## src/rtl/javk_fetch_pkg.sv

```systemverilog
// Shared definitions for the JAVK instruction fetch unit and its consumers (ctrl).
// Holds the state encodings, the opcode length-field layout and the instruction payload type.
package javk_fetch_pkg;

    localparam int unsigned PC_W   = 16;
    localparam int unsigned DATA_W = 8;

    // Opcode bits that carry the instruction length code.
    localparam int unsigned ILEN_HI      = 7;
    localparam int unsigned ILEN_LO      = 6;
    localparam int unsigned ILEN_FIELD_W = ILEN_HI - ILEN_LO + 1;
    localparam int unsigned NBYTES_W     = 2;

    localparam logic [ILEN_FIELD_W-1:0] ILEN_1   = 2'b00;
    localparam logic [ILEN_FIELD_W-1:0] ILEN_2   = 2'b01;
    localparam logic [ILEN_FIELD_W-1:0] ILEN_3   = 2'b10;
    localparam logic [ILEN_FIELD_W-1:0] ILEN_RSV = 2'b11;

    typedef enum logic [1:0] {
        FETCH_S_OP   = 2'd0,
        FETCH_S_A    = 2'd1,
        FETCH_S_B    = 2'd2,
        FETCH_S_HOLD = 2'd3
    } fetch_state_e;

    // Complete instruction as handed to ctrl.
    typedef struct packed {
        logic [PC_W-1:0]   ipc;
        logic [DATA_W-1:0] instr;
        logic [DATA_W-1:0] opa;
        logic [DATA_W-1:0] opb;
    } fetch_instr_t;

endpackage

```

## src/rtl/javk_fetch_ilen_dec.sv

```systemverilog
// Maps the opcode length field to the instruction byte count (1..3).
// The reserved code decodes as a single byte; ctrl deals with its meaning.
module javk_fetch_ilen_dec
    import javk_fetch_pkg::*;
(
    input  logic [ILEN_FIELD_W-1:0] i_len_field,
    output logic [NBYTES_W-1:0]     o_nbytes_c
);

    always_comb begin
        o_nbytes_c = NBYTES_W'(1);
        case (i_len_field)
            ILEN_2:  o_nbytes_c = NBYTES_W'(2);
            ILEN_3:  o_nbytes_c = NBYTES_W'(3);
            default: o_nbytes_c = NBYTES_W'(1);
        endcase
    end

endmodule

```

## src/rtl/javk_fetch.sv

```systemverilog
// JAVK instruction fetch: reads one byte per granted bus cycle, assembles a
// 1/2/3-byte instruction and hands it to ctrl over a valid/ready handshake.
module javk_fetch
    import javk_fetch_pkg::*;
#(
    parameter logic [PC_W-1:0] RESET_PC = 16'h0000
) (
    input  logic              clk,
    input  logic              rst,
    input  logic              bus_gnt,
    output logic [PC_W-1:0]   addr,
    output logic              rd,
    input  logic [DATA_W-1:0] rdata,
    input  logic              ld,
    input  logic [PC_W-1:0]   ld_pc,
    output logic [DATA_W-1:0] instr,
    output logic [DATA_W-1:0] opa,
    output logic [DATA_W-1:0] opb,
    output logic [PC_W-1:0]   ipc,
    output logic              valid,
    input  logic              ready
);

    fetch_state_e        r_state;
    fetch_state_e        w_state_nxt;
    logic [PC_W-1:0]     r_pc;
    logic [PC_W-1:0]     w_pc_nxt;
    fetch_instr_t        r_ins;
    fetch_instr_t        w_ins_nxt;
    logic [NBYTES_W-1:0] w_len_new;
    logic [NBYTES_W-1:0] w_len_cur;

    // Length of the opcode on the bus (S_OP) and of the one already captured (S_A).
    javk_fetch_ilen_dec u_len_new (
        .i_len_field (rdata[ILEN_HI:ILEN_LO]),
        .o_nbytes_c  (w_len_new)
    );

    javk_fetch_ilen_dec u_len_cur (
        .i_len_field (r_ins.instr[ILEN_HI:ILEN_LO]),
        .o_nbytes_c  (w_len_cur)
    );

    always_ff @(posedge clk or negedge rst) begin
        if (!rst) begin
            r_state     <= FETCH_S_OP;
            r_pc        <= RESET_PC;
            r_ins.ipc   <= RESET_PC;
            r_ins.instr <= '0;
            r_ins.opa   <= '0;
            r_ins.opb   <= '0;
        end else begin
            r_state <= w_state_nxt;
            r_pc    <= w_pc_nxt;
            r_ins   <= w_ins_nxt;
        end
    end

    // A load overrides any capture or handshake in the same cycle.
    always_comb begin
        w_state_nxt = r_state;
        w_pc_nxt    = r_pc;
        w_ins_nxt   = r_ins;
        if (ld) begin
            w_state_nxt = FETCH_S_OP;
            w_pc_nxt    = ld_pc;
        end else begin
            case (r_state)
                FETCH_S_OP: begin
                    if (bus_gnt) begin
                        w_ins_nxt.instr = rdata;
                        w_ins_nxt.ipc   = r_pc;
                        w_ins_nxt.opa   = '0;
                        w_ins_nxt.opb   = '0;
                        w_pc_nxt        = r_pc + PC_W'(1);
                        w_state_nxt     = (w_len_new == NBYTES_W'(1)) ? FETCH_S_HOLD : FETCH_S_A;
                    end
                end
                FETCH_S_A: begin
                    if (bus_gnt) begin
                        w_ins_nxt.opa = rdata;
                        w_pc_nxt      = r_pc + PC_W'(1);
                        w_state_nxt   = (w_len_cur == NBYTES_W'(3)) ? FETCH_S_B : FETCH_S_HOLD;
                    end
                end
                FETCH_S_B: begin
                    if (bus_gnt) begin
                        w_ins_nxt.opb = rdata;
                        w_pc_nxt      = r_pc + PC_W'(1);
                        w_state_nxt   = FETCH_S_HOLD;
                    end
                end
                FETCH_S_HOLD: begin
                    if (ready) begin
                        w_state_nxt = FETCH_S_OP;
                    end
                end
                default: w_state_nxt = FETCH_S_OP;
            endcase
        end
    end

    assign addr  = r_pc;
    assign rd    = rst & (r_state != FETCH_S_HOLD);
    assign valid = (r_state == FETCH_S_HOLD);
    assign instr = r_ins.instr;
    assign opa   = r_ins.opa;
    assign opb   = r_ins.opb;
    assign ipc   = r_ins.ipc;

endmodule

```

## config.mk

```make
export PLATFORM = sky130hd
export DESIGN_NAME = javk_fetch
export DESIGN_NICKNAME = d
export VERILOG_FILES = /design/src/rtl/javk_fetch_pkg.sv /design/src/rtl/javk_fetch_ilen_dec.sv /design/src/rtl/javk_fetch.sv
export SDC_FILE = /design/constraint.sdc
export NUM_CORES = 1
export LEC_CHECK = 0
export CAP_MARGIN = 20
export CORE_MARGIN = 4
export CORE_UTILIZATION = 48
export CTS_BUF_LIST = sky130_fd_sc_hd__clkbuf_8
export DETAILED_ROUTE_END_ITERATION = 10
export GPL_ROUTABILITY_DRIVEN = 0
export PLACE_DENSITY = 0.92
export SLEW_MARGIN = 30
export SYNTH_ARGS = -nofsm -noshare
export SYNTH_HDL_FRONTEND = slang
export SYNTH_HIERARCHICAL = 1
export SYNTH_SLANG_ARGS = --single-unit
```

## constraint.sdc

```tcl
create_clock -name clk -period 1.8 [get_ports clk]
set_input_delay 0.36 -clock clk [delete_from_list [all_inputs] [get_ports clk]]
set_output_delay 0.36 -clock clk [all_outputs]
set_load 0.1 [all_outputs]
```

# Word level (Yosys, flattened, before mapping)
# Index checks and enable logic that the tools add are counted.
[word_totals]
inputBits = 29
out_inout_bits = 58
ff_bits = 58
[classes]
n_mux = 17
reduce_logical = 11
n_addsub = 1
bitwise = 2
n_eq_ne = 17
[ops]
columns = ["cell", "n"]
rows = [
  ["$mux W16", 4],
  ["$pmux W8 S2", 2],
  ["$add A16 B1 Y16 const B", 1],
  ["$mux W2", 6],
  ["$reduce_and A4 Y1", 3],
  ["$eq A2 B2 Y1 const B", 5],
  ["$ne A3 B3 Y1 const B", 3],
  ["$eq A2 B1 Y1 const B", 4],
  ["$mux W8", 1],
  ["$ne A2 B2 Y1 const B", 4],
  ["$pmux W2 S2", 2],
  ["$pmux W2 S4", 1],
  ["$reduce_bool A2 Y1", 4],
  ["$ne A3 B2 Y1 const B", 1],
  ["$reduce_and A3 Y1", 1],
  ["$reduce_or A3 Y1", 1],
  ["$logic_not A2 Y1", 1],
  ["$reduce_and A2 Y1", 1],
  ["$and A1 B1 Y1", 1],
  ["$mux W1", 1],
  ["$not A1 Y1", 1],
]

# Longest topological paths before layout
# Gate-level depths: netlist of the first run.
[logic_depth]
word_depth = 7
ltp_mapped = 6
ltp_nobuf = 6

# By module
# The synthesis of the first run kept the hierarchy.
[by_module_without_submodules]
columns = ["mod", "seq_area_each_um2", "cells_per_inst", "instances", "area_each_um2"]
rows = [
  ["javk_fetch", 1451.4, 213, 1, 2647.5],
  ["javk_fetch_ilen_dec", 0.0, 4, 2, 23.8],
]

# Worst setup path after synthesis of the first run
# Ideal clock, no wire load.
[synth_path]
path_kind = "register -> output"
from = "register r_state[0]"
to = "output rd"
path_buffers = 0
t_arrival_ns = 2.460
required_time_ns = 1.440
path_stages_with_launch = 3
slack_ns = -1.020
cell_sequence = "dfrtp_1 -> ha_1 -> nor2b_1"
[synth_via]
elab_chain_cells = 2
[synth_rtl]
columns = ["element", "line_no", "source"]
rows = [
  ["from (decl)", "javk_fetch.sv:24", "fetch_state_e r_state;"],
  ["from (signal assigned)", "javk_fetch.sv:53", "r_state <= w_state_nxt;"],
  ["$ne A2 B2 Y1", "javk_fetch.sv:104", "assign rd = rst & (r_state != FETCH_S_HOLD);"],
  ["$and A1 B1 Y1", "javk_fetch.sv:104", ""],
  ["to (decl)", "javk_fetch.sv:12", "output logic rd,"],
]
# No other way between the ends.

# Final worst setup path of the first run
[layout_path]
from = "register r_state[0]"
to = "register r_pc[11], in the netlist addr[11]"
[layout_via]
elab_chain_cells = 4
[layout_rtl]
columns = ["element", "line_no", "source"]
rows = [
  ["$eq A2 B2 Y1 (tied with other cells)", "javk_fetch.sv:68", "case (r_state)"],
  ["$reduce_or A3 Y1 (no source line) *", "-", ""],
  ["$reduce_bool A2 Y1 (no source line) *", "-", ""],
  ["$reduce_and A2 Y1 (no source line) *", "-", ""],
  ["to (signal assigned)", "javk_fetch.sv:54", "r_pc <= w_pc_nxt;"],
  ["to (decl)", "javk_fetch.sv:26", "logic [PC_W-1:0] r_pc;"],
]
# Every way passes the cells marked *; elsewhere a longest branch is shown, timed or not.
# A chain may end at the register's enable or synchronous reset.

==> results.sh, run 1 <==
export IMPL_grt_pass1_vias=2372
export IMPL_max_stage_delay_ns=0.43
export IMPL_syn2layout_area_growth_pct=70.2
export IMPL_nNetsFinal=361
export IMPL_critPathKind="reg2reg"
export IMPL_synth_top_family_by_area="simple AND/OR/NAND/NOR gates"
export IMPL_grt_use_total_pct=24.7
export IMPL_reg2reg_depth=6
export IMPL_rsz0062_at_grt="true"
export IMPL_cts_htree_levels=3
export IMPL_synth_top_area_cell="dfrtp_1"
export IMPL_synth_warnings=6
export IMPL_hold_viol_final=0
export IMPL_crit_path_start_kind="flop"
export IMPL_critical_path_required_ns=2.03
export IMPL_fin_cells=401
export IMPL_ff2ff_setup_slack_ns=0.03
export IMPL_clockBufferDepth=2
export IMPL_dp_final_hpwl_microns=5780
export IMPL_vias=2249
export IMPL_grt_pass1_wl_microns=13200
export IMPL_drt_iter0_markers=220
export IMPL_die_h_microns=82.9
export IMPL_clkTransAtPathRegs_ns=0.07
export IMPL_syn_avg_cell_area_sq_um=12.2
export IMPL_cts_made_buffers=9
export IMPL_synth_area_sq_mm=0.00270
export IMPL_cts_tree="yes"
export IMPL_synth_nets=258
export IMPL_holdWs_ns=0.229
export IMPL_ys_ff_latch=58
export IMPL_rr_startpoint="r_state[0]"
export IMPL_finalSetupViolCount=0
export IMPL_coreArea_sq_mm=0.00547
export IMPL_grt_max_degree=59
export IMPL_pin_count=87
export IMPL_synth_xor_area_share_pct=3.90
export IMPL_min_period_over_period_pct=98.3
export IMPL_portBuffers=86
export IMPL_fin_tns_setup_ns=0
export IMPL_totalWireLength_microns=8200
export IMPL_postCtsHoldBufs=0
export IMPL_crit_family="simple AND/OR/NAND/NOR gates"
export IMPL_dieArea_sq_mm=0.00688
export IMPL_synth_cell_type_count=37
export IMPL_post_route_drc_count=0
export IMPL_timing_rr_end="addr[11]"
export IMPL_postRouteAntennaNets=0
export IMPL_initial_core_util_pct=49.2
export IMPL_ys_seq_area_share_pct=53.9
export IMPL_drt_wirelength_per_cell_microns=20.4
export IMPL_slew_limit_headroom_pct=52.7
export IMPL_critPathBufInv=1
export IMPL_synth_compound_area_share_pct=10.3
export IMPL_dp_cells=384
export IMPL_worstPathArrival_ns=2.00
export IMPL_viasPerCell=5.61
export IMPL_drv_slew=0
export IMPL_synth_top_cell_area_share_pct=53.9
export IMPL_crit_slowest_cell="dfrtp_1"
export IMPL_tightest_slew_ns=0.709
export IMPL_final_common_cell="buf_12"
export IMPL_clkSinkCount=58
export IMPL_cp_end_kind="flop"
export IMPL_hold_class="in2async"
export IMPL_ys_top_cells_by_area="dfrtp_1, mux2_2, a22o_1"
export IMPL_worst_path_max_fanout=8
export IMPL_outcome="finished, final reports clean"
export IMPL_async_flop_share_pct=100
export IMPL_final_setup_skew_ns=0.0110
export IMPL_cts_root_buf="clkbuf_8"
export IMPL_synthAdderAreaFrac_pct=3.71
export IMPL_crit_chain="ha_1 -> nand4b_4 -> buf_4 -> nor4_2 -> xnor2_1 -> o21ai_1"
export IMPL_drtPass1Iterations=4
export IMPL_syn_inst=221
export IMPL_n_antenna_cell=0
export IMPL_gr_total_overflow=0
export IMPL_antenna_found_initial=0
export IMPL_drive_gt1_share_pct=42.9
export IMPL_synth_edf_count=0
export IMPL_fp_row_count=27
export IMPL_die_x_microns=82.9
export IMPL_layout_common_cells="buf_12, dfrtp_1, clkdlybuf4s50_1, nand2_1, mux2_2"
export IMPL_synth_mux_area_share_pct=11.1
export IMPL_min_period_ns=1.77
export IMPL_yosys_area_share_simple_pct=13.4
export IMPL_cap_violations=0
export IMPL_fmax_mhz=565
export IMPL_ys_flop_type="dfrtp_1"
export IMPL_clock_latency_ns=0.34
-- registers in the layout (all words and copies together) (netlist names) --
signal	flops
addr	16
ipc	16
instr	8
opa	8
opb	8
r_state	2
-- through the flow --
step / area, sq um / setup WS, ns / util [%]
after detailed placement: 4330 / -0.179 / 79.1
after floorplan: 2720 / 0.0551 / -
after global placement: 4330 / -0.131 / 79.1
final: 4590 / 0.0311 / 83.8
after global routing: 4590 / -0.0343 / 83.8
after CTS: 4550 / 0.0152 / 83.2
-- cells by family after synthesis --
group / after synthesis
mux: 27
simple gates: 55
xor+xnor: 12
compound gates: 39
flops: 58
fa+ha+maj: 8
buf+inv: 22
-- per-layer routing --
metal | up-vias | GRT usage (%) | routed length [microns]
li1 | 1001 | - | -
met1 | 1127 | 30.3 | 3160
met2 | 95 | 40.6 | 4340
met3 | 26 | 6.35 | 430
met4 | 0 | 12.0 | 266
met5 | - | 0 | 0
-- worst max path at each step --
stage / start / end / slack (ns) / cells after the start
CTS: r_state[0] / addr[13] / 0.02 / 5
global route: r_state[0] / addr[11] / -0.03 / 6
global placement: bus_gnt / addr[13] / -0.13 / 5
finish: r_state[0] / addr[11] / 0.03 / 6
detailed placement: bus_gnt / addr[13] / -0.18 / 5
floorplan: addr[1] / addr[10] / 0.06 / 5
-- cells in the mapped netlist, types with 2 or more instances --
cell	instances
dfrtp_1	58
nor2b_1	4
xor2_1	5
nand4_1	4
a22o_1	16
xnor2_1	7
o21ai_0	9
nor4_2	4
nor4_1	2
nor2_1	2
mux2i_1	4
o21ai_1	7
inv_1	13
buf_6	2
and2_1	2
nand2_1	21
a211oi_1	2
mux2_1	3
buf_2	3
mux2_2	20
nor3_1	3
ha_1	8
clkbuf_1	4
nand3_1	5
-- area by class of cell --
type / instances / area (sq um)
clock buffers: 11 / 151
clock inverters: 5 / 71.3
fillers: 258 / 885
inverters: 13 / 48.8
multi-input cells: 141 / 1180
flip-flops and latches: 58 / 1470
well taps: 72 / 90.1
repair buffers: 101 / 1570
-- timing repair --
action / 4_1_cts / 5_1_grt
buffers inserted: 0 / 1
setup endpoints to repair: 0 / 16
gates resized for setup: 0 / 7
Power of run 1 is left out: the tool's default activity adds up to more than one toggle a clock period on the data nets, which glitch-free logic cannot reach.
==> inputs of run 2 (changes only) <==
--- a/config.mk
+++ b/config.mk
@@ -5,13 +5,16 @@
 export SDC_FILE = /design/constraint.sdc
 export NUM_CORES = 1
 export LEC_CHECK = 0
+export ABC_CLOCK_PERIOD_IN_PS = 1800
 export CAP_MARGIN = 20
+export CELL_PAD_IN_SITES_DETAIL_PLACEMENT = 2
+export CELL_PAD_IN_SITES_GLOBAL_PLACEMENT = 2
 export CORE_MARGIN = 4
-export CORE_UTILIZATION = 48
+export CORE_UTILIZATION = 30
 export CTS_BUF_LIST = sky130_fd_sc_hd__clkbuf_8
 export DETAILED_ROUTE_END_ITERATION = 10
 export GPL_ROUTABILITY_DRIVEN = 0
-export PLACE_DENSITY = 0.92
+export PLACE_DENSITY = 0.9
 export SLEW_MARGIN = 30
 export SYNTH_ARGS = -nofsm -noshare
 export SYNTH_HDL_FRONTEND = slang
==> run 2 against run 1 <==
Net effect:
- via count down 0.36%
- die area up 54%
- cell count rose by 9.5%
- maximum frequency grew 2.5%
- clock skew is 0.0039 ns lower
- worst setup slack better by 0.043 ns
==> results.sh, run 2 (same netlist as run 1, synthesis figures left out) <==
export IMPL_portBuffers=86
export IMPL_vias=2241
export IMPL_finalSetupViolCount=0
export IMPL_min_period_ns=1.73
export IMPL_drive_gt1_share_pct=45.3
export IMPL_slew_limit_headroom_pct=48.5
export IMPL_cts_tree="yes"
export IMPL_viasPerCell=5.10
export IMPL_nNetsFinal=363
export IMPL_layout_setup_ws_ns=0.0737
export IMPL_totalWireLength_microns=10200
export IMPL_post_route_util_pct=54.4
export IMPL_postRouteAntennaNets=0
export IMPL_clockBufferDepth=2
export IMPL_drt_wirelength_per_cell_microns=23.2
export IMPL_fp_row_count=34
export IMPL_min_period_over_period_pct=95.9
export IMPL_max_stage_delay_ns=0.45
export IMPL_critPathKind="reg2reg"
export IMPL_drtPass1Iterations=4
export IMPL_detailedPlace_worstSlack_ns=-0.265
export IMPL_ff2ff_setup_slack_ns=0.07
export IMPL_pin_count=87
export IMPL_antenna_found_initial=0
export IMPL_initial_core_util_pct=30.9
export IMPL_rsz0062_at_grt="true"
export IMPL_fmax_mhz=579
export IMPL_drt_iter0_markers=65
export IMPL_reg2reg_depth=6
export IMPL_clock_latency_ns=0.34
export IMPL_die_h_microns=103
export IMPL_cts_made_buffers=9
export IMPL_fin_tns_setup_ns=0
export IMPL_crit_path_start_kind="flop"
export IMPL_post_route_drc_count=0
export IMPL_dr_wl_met2_microns=5710
export IMPL_outcome="finished, final reports clean"
export IMPL_tightest_slew_ns=0.773
export IMPL_worst_path_max_fanout=6
export IMPL_clkSinkCount=58
export IMPL_coreArea_sq_mm=0.00872
export IMPL_final_common_cell="buf_12"
export IMPL_dp_final_hpwl_microns=7100
export IMPL_cts_htree_levels=3
export IMPL_rr_startpoint="r_state[0]"
export IMPL_syn2layout_area_growth_pct=76.0
export IMPL_hold_viol_final=0
export IMPL_drv_slew=0
export IMPL_worstPathArrival_ns=1.94
export IMPL_grt_use_total_pct=20.8
export IMPL_critical_path_required_ns=2.02
export IMPL_die_x_microns=103
export IMPL_top_layer_used="met4"
export IMPL_crit_chain="ha_2 -> nand4b_4 -> buf_6 -> nor4_4 -> xnor2_1 -> mux2i_1"
export IMPL_layout_common_cells="buf_12, dfrtp_1, clkdlybuf4s50_1, nand2_1, mux2_2"
export IMPL_drt_met1_wl_microns=3980
export IMPL_wl_met3_microns=311
export IMPL_grt_pass1_wl_microns=16000
export IMPL_holdWs_ns=0.208
export IMPL_cap_violations=0
export IMPL_fillCellCount=795
export IMPL_final_setup_skew_ns=0.00712
export IMPL_hold_class="in2async"
export IMPL_grt_max_degree=59
export IMPL_dieArea_sq_mm=0.0106
export IMPL_clkTransAtPathRegs_ns=0.07
export IMPL_timing_rr_end="addr[10]"
export IMPL_crit_slowest_cell="dfrtp_2"
export IMPL_gr_total_overflow=0
export IMPL_cts_root_buf="clkbuf_8"
export IMPL_grt_pass1_vias=2669
export IMPL_cp_end_kind="flop"
export IMPL_n_antenna_cell=0
-- run 2: worst max-delay path by stage --
stage,start,endpoint,depth (start not counted)
after global placement,bus_gnt,addr[13],5
after CTS,r_state[0],addr[10],6
after floorplan,addr[1],addr[10],5
after detailed placement,bus_gnt,addr[15],6
after global routing,r_state[0],addr[10],6
final,r_state[0],addr[10],6
-- run 2: metrics by stage --
stage | area, sq um | cells
global route | 4740 | 439
global placement | 4390 | 421
CTS | 4700 | 439
floorplan | 2720 | 221
detailed placement | 4390 | 421
finish | 4740 | 439
-- run 2: what timing repair did --
action,CTS,global route
setup buffers,2,0
setup endpoints to repair,21,11
pin swaps,1,1
hold endpoints to repair,0,0
hold buffers,0,0
gates cloned,0,0
gates resized for setup,7,10
-- run 2: area by class of cell --
class / instances / area, sq um / share of cell area [%]
inverter: 13 / 48.8 / 1.03
clock buffer: 11 / 151 / 3.19
tap: 108 / 135 / 2.85
sequential: 58 / 1470 / 31.0
multi-input combinational: 141 / 1230 / 25.9
timing repair buffer: 103 / 1610 / 33.9
clock inverter: 5 / 100 / 2.11
-- run 2: routing by layer --
| metal | GRT usage (%) | vias up |
|---|---|---|
| li1 | - | 999 |
| met1 | 23.7 | 1180 |
| met2 | 38.8 | 49 |
| met3 | 2.91 | 13 |
| met4 | 8.27 | 0 |
| met5 | 0 | - |
-- run 2: worst max-delay path: cells and delay by family, from the launching register on --
family        cells  cell delay [ns]
simple gates      2             0.51
buf+inv           1             0.19
fa+ha+maj         1             0.22
mux               1             0.08
xor+xnor          1             0.15
flops             1             0.45
Power of run 2 is left out for the same reason.
